[config.mk]
export PLATFORM = sky130hd
export DESIGN_NAME = result_sel_pipe
export DESIGN_NICKNAME = d
export VERILOG_FILES = /design/src/rtl/result_sel_pipe_pkg.sv /design/src/rtl/result_sel_pipe_sel.sv /design/src/rtl/result_sel_pipe.sv
export SDC_FILE = /design/constraint.sdc
export NUM_CORES = 1
export LEC_CHECK = 0
export CORE_MARGIN = 2
export CORE_UTILIZATION = 47
export DETAILED_ROUTE_END_ITERATION = 8
export PLACE_DENSITY_LB_ADDON = 0.12
export SLEW_MARGIN = 20
export SYNTH_ARGS = -nofsm -noshare
export SYNTH_HDL_FRONTEND = slang
export SYNTH_SLANG_ARGS = --single-unit
[constraint.sdc]
create_clock -name clk -period 5.6 [get_ports clk]
set_input_delay 0.56 -clock clk [delete_from_list [all_inputs] [get_ports clk]]
set_output_delay 0.56 -clock clk [all_outputs]
set_load 0.02 [all_outputs]
[src/rtl/result_sel_pipe_pkg.sv]
// Shared types and constants for the result-select pipeline.
// Holds the storage-state enumeration, default datapath sizes and the
// source-index constants for the four result producers.
package result_sel_pipe_pkg;

    typedef enum logic [1:0] {
        ST_EMPTY = 2'd0,
        ST_ONE   = 2'd1,
        ST_FULL  = 2'd2
    } state_e;

    localparam int DEF_WL    = 32;
    localparam int DEF_NSRC  = 4;

    localparam int SRC_ARITH = 0;
    localparam int SRC_LOGIC = 1;
    localparam int SRC_SHIFT = 2;
    localparam int SRC_CMP   = 3;

endpackage

[src/rtl/result_sel_pipe_sel.sv]
// Purpose: N-way result selection plus zero/negative/select-error flags.
// Latency: purely combinational.
// Backpressure: none; the caller decides when the outputs are captured.
// Ports: sel/src_data in; data, zero, neg, selerr out.
module result_sel_core
    import result_sel_pipe_pkg::*;
#(
    parameter int WL   = DEF_WL,
    parameter int NSRC = DEF_NSRC,
    parameter int SW   = $clog2(NSRC)
) (
    input  logic [SW-1:0]      sel,
    input  logic [NSRC*WL-1:0] src_data,
    output logic [WL-1:0]      data,
    output logic               zero,
    output logic               neg,
    output logic               selerr
);

    // One extra bit so NSRC itself is representable even when it is a power of two.
    localparam logic [SW:0] NSRC_L = (SW+1)'(NSRC);

    assign selerr = ({1'b0, sel} >= NSRC_L);

    // An out-of-range index yields zero rather than reading past the bus.
    always_comb begin
        data = '0;
        if (!selerr) begin
            data = src_data[int'(sel)*WL +: WL];
        end
    end

    assign zero = (data == '0);
    assign neg  = data[WL-1];

endmodule

[src/rtl/result_sel_pipe.sv]
// Purpose: selects one of NSRC results, tags it with flags and buffers it
//          in a main register plus one skid register (valid/ready both sides).
// Latency: 1 cycle from acceptance to out_valid when empty.
// Backpressure: in_ready is registered, low only when both registers hold
//               data; no combinational path from out_ready to in_ready.
// Ports: clk, rst_n; in_valid/in_ready/sel/src_data upstream;
//        out_valid/out_ready/out_data/out_zero/out_neg/out_selerr/out_count downstream.
module result_sel_pipe
    import result_sel_pipe_pkg::*;
#(
    parameter int WL   = DEF_WL,
    parameter int NSRC = DEF_NSRC,
    parameter int SW   = $clog2(NSRC)
) (
    input  logic               clk,
    input  logic               rst_n,
    input  logic               in_valid,
    output logic               in_ready,
    input  logic [SW-1:0]      sel,
    input  logic [NSRC*WL-1:0] src_data,
    output logic               out_valid,
    input  logic               out_ready,
    output logic [WL-1:0]      out_data,
    output logic               out_zero,
    output logic               out_neg,
    output logic               out_selerr,
    output logic [15:0]        out_count
);

    typedef struct packed {
        logic [WL-1:0] data;
        logic          zero;
        logic          neg;
        logic          selerr;
    } res_t;

    res_t          new_res;
    res_t          main_q;
    res_t          skid_q;
    state_e        state;
    logic [WL-1:0] core_data;
    logic          core_zero;
    logic          core_neg;
    logic          core_selerr;
    logic          acc;
    logic          dlv;

    result_sel_core #(
        .WL   (WL),
        .NSRC (NSRC),
        .SW   (SW)
    ) u_core (
        .sel      (sel),
        .src_data (src_data),
        .data     (core_data),
        .zero     (core_zero),
        .neg      (core_neg),
        .selerr   (core_selerr)
    );

    assign new_res = '{data: core_data, zero: core_zero, neg: core_neg, selerr: core_selerr};

    assign acc       = in_valid && in_ready;
    assign out_valid = (state != ST_EMPTY);
    assign dlv       = out_valid && out_ready;

    assign out_data   = main_q.data;
    assign out_zero   = main_q.zero;
    assign out_neg    = main_q.neg;
    assign out_selerr = main_q.selerr;

    // in_ready is recomputed from the next state each edge, so it always
    // equals (state != ST_FULL) once out of reset and stays low during reset.
    always_ff @(posedge clk or negedge rst_n) begin
        if (!rst_n) begin
            state     <= ST_EMPTY;
            main_q    <= '0;
            skid_q    <= '0;
            in_ready  <= 1'b0;
            out_count <= '0;
        end else begin
            in_ready <= 1'b1;
            if (dlv) begin
                out_count <= out_count + 16'd1;
            end
            case (state)
                ST_EMPTY: begin
                    if (acc) begin
                        main_q <= new_res;
                        state  <= ST_ONE;
                    end
                end
                ST_ONE: begin
                    if (acc && dlv) begin
                        main_q <= new_res;
                    end else if (acc) begin
                        skid_q   <= new_res;
                        state    <= ST_FULL;
                        in_ready <= 1'b0;
                    end else if (dlv) begin
                        state <= ST_EMPTY;
                    end
                end
                ST_FULL: begin
                    if (dlv) begin
                        main_q <= skid_q;
                        state  <= ST_ONE;
                    end else begin
                        in_ready <= 1'b0;
                    end
                end
                default: begin
                    state <= ST_EMPTY;
                end
            endcase
        end
    end

endmodule

==> impl_metrics.tcl <==
set metrics [dict create \
    status "finished, final reports clean" \
    clk_latency_ns 0.35 \
    p_leak_nw 2.548 \
    ant_nets 0 \
    fp.dieW_um 101.6 \
    vias_per_cell 5.385 \
    drv_cap 0 \
    initialDrtViolationCount 122 \
    cp-endpoint "out_zero$_DFFE_PN0P_" \
    nFillCells 662 \
    wirelength_um 11870 \
    synth_common_cells "dfrtp_1 (85), nor2_1 (39), a21oi_1 (35)" \
    synth_nets 491 \
    grt_max_degree 86 \
    top_layer_used "met4" \
    critPathLaunchType "flip-flop" \
    dieHeight_um 101.6 \
    antenna_found_initial 0 \
    gp_congestion 0.8198 \
    crit_arrival_ns 3.06 \
    final_cells 660 \
    grt_pass1_wl_um 18800 \
    wl_met2_um 6100 \
    cp_max_fo 66 \
    syn_to_final_growth_pct 48.03 \
    ys_ff_latch 85 \
    syn-instance-count 352 \
    synth_area_leaders "dfrtp_1 (47%), mux4_2 (16%), mux2_2 (8.0%), mux2i_1 (7.1%), a21oi_1 (3.9%)" \
    synth_flop_cell "dfrtp_1" \
    place_worst_setup_slack_ns 2.422 \
    fmax_ghz 0.3547 \
    drc 0 \
    antennaDiodeCount 0 \
    io_buffers 185 \
    drv_slew 0 \
    ir_drop_mv 0.1951 \
    setup.worst_path.start "state[0]$_DFFE_PN0P_" \
    hp-class "input pin to asynchronous set/reset pin" \
    ctsHoldBuffers 0 \
    setup_viol 0 \
    yosysSeqAreaShare 0.4747 \
    cts_resized 0 \
    postCtsSetupRepairBufs 0 \
    grt.total_usage 0.2400 \
    rows 35 \
    clock_sinks 85 \
    dp_hpwl_um 8913 \
    r2r_end "out_zero$_DFFE_PN0P_" \
    core_area_um2 9240 \
    wl_met3_um 767 \
    htreeDepth 3 \
    rsz0062_at_grt "no" \
    synth_most_common_cell "dfrtp_1" \
    ys_warn_count 0 \
    dp_cells 644 \
    cts_root_buffer "clkbuf_8" \
    synth_edf_count 0 \
    drive_gt1_frac 0.1657 \
    initial_core_util 0.4849 \
    yosysTopAreaCell "dfrtp_1" \
    timing.rr.start "state[0]$_DFFE_PN0P_" \
    grt_pass1_vias 3678 \
    timing.final.crit_share 0.5035 \
    cts_tree "built" \
    relSlewSlack 0.2924 \
    hold_viol_final 0 \
    reg2reg_depth 7 \
    multi_input_area_um2 2227 \
    synth_cell_types 34 \
    rrSetupSlack_ns 2.78 \
    wl_met1_um 4835 \
    wl_per_cell_um 17.98 \
    fin_crit_ns 2.820 \
    worstSetupEndpointType "flip-flop" \
    ff_latch_area_um2 2127 \
    gr-total-overflow 0 \
    vias 3554 \
    path_class "flip-flop to flip-flop" \
    fin_ws_ns 2.780 \
    fin_nets 665 \
    clockBufferDepth 2 \
    crit_required_ns 5.84 \
    synth_area_um2 4481 \
    setup-tns-final_ns 0 \
    finClkSkew_ns 0.01014 \
    first_pass_iters 4 \
    dieArea_um2 10330 \
    cts_made_buffers 9 \
    worst_pin_slew_ns 1.061 \
    clkTransAtPathRegs_ns 0.08 \
    async_reset_ff_frac 1.000 \
    synth_top_area_share 0.4747 \
    io_pins 187 \
    p_per_area_nw_per_um2 436.5 \
    postSynthAreaPerCell_um2 12.73 \
]
-- layer usage --
metal,vias up,GRT usage
li1,1646,-
met3,15,0.05728
met5,-,0
met4,0,0.06653
met2,136,0.4094
met1,1757,0.3070
-- worst min path at each step --
stage	start	end	slack, ns	cells after the start
finish	rst_n	out_data[30]$_DFFE_PN0P_	0.22	1
global route	rst_n	out_data[30]$_DFFE_PN0P_	0.31	1
CTS	rst_n	out_data[30]$_DFFE_PN0P_	0.44	1
detailed placement	out_count[15]$_DFFE_PN0P_	out_count[15]$_DFFE_PN0P_	0.47	1
global placement	out_count[15]$_DFFE_PN0P_	out_count[15]$_DFFE_PN0P_	0.46	1
floorplan	rst_n	in_ready$_DFF_PN0_	0.26	0
-- worst max-delay path, cell delays in order (launching register included) --
cell,delay [ns]
dfrtp_1,0.41
inv_1,0.13
ha_4,0.59
nand2b_1,0.12
a21oi_1,0.19
a41o_2,0.84
o311ai_1,0.23
o21a_1,0.17
-- cell type report --
class | instances | area share
clock inverters | 5 | 0.01622
clock buffers | 11 | 0.02132
flip-flops and latches | 85 | 0.3207
inverters | 4 | 0.002264
well taps | 129 | 0.02434
multi-input cells | 240 | 0.3358
repair buffers | 186 | 0.2794
-- stage by stage --
step	utilization	hold WS, ns	area, µm²	total power (W)
after floorplan	-	0.2644	4481	0.001814
after global placement	0.6896	0.4611	6372	0.002331
after detailed placement	0.6891	0.4743	6367	0.002370
after CTS	0.7160	0.4394	6616	0.002911
after global routing	0.7178	0.3131	6633	0.003070
final	0.7178	0.2245	6633	0.002895
-- logic make-up (layout without fill, tap and decap cells) --
| family | after synthesis | count (layout) | synth area share |
|---|---|---|---|
| muxes | 96 | 96 | 0.3128 |
| adders and majority gates | 5 | 5 | 0.01396 |
| DFF | 85 | 85 | 0.4747 |
| xor gates and xnor gates | 15 | 15 | 0.02932 |
| and+or+nand+nor | 78 | 78 | 0.08043 |
| other | 1 | 1 | 0.0008370 |
| AOI/OAI and AO/OA | 45 | 45 | 0.05502 |
| buffers and inverters | 27 | 206 | 0.03295 |
-- power by group --
group	switching (W)	internal, W
sequential	0.000171	0.000885
clock	0.000224	0.000310
combinational	0.000638	0.000667
total	0.00103	0.00186
-- cells in the final DEF, fill, tap and decap left out, types with 2 or more instances in the layout --
cell type	count
nand4_1	6
bufinv_16	3
nand2b_1	2
nor4_1	7
buf_4	2
nor2_1	38
nand2_1	13
dfrtp_1	85
ha_1	4
mux2_2	32
clkinv_4	2
clkbuf_8	10
mux4_2	32
nand3_1	5
mux2i_1	32
inv_1	4
o21ai_0	4
xor2_1	3
xnor2_1	12
clkdlybuf4s50_1	182
a21oi_1	35
-- state kept, by name, summed over array words and instances (netlist names) --
name       cells
out_neg        1
out_zero       1
out_data      31
state          2
in_ready       1
out_count     16
skid_q        33
Note: power is estimated with default switching activity, not from simulation.
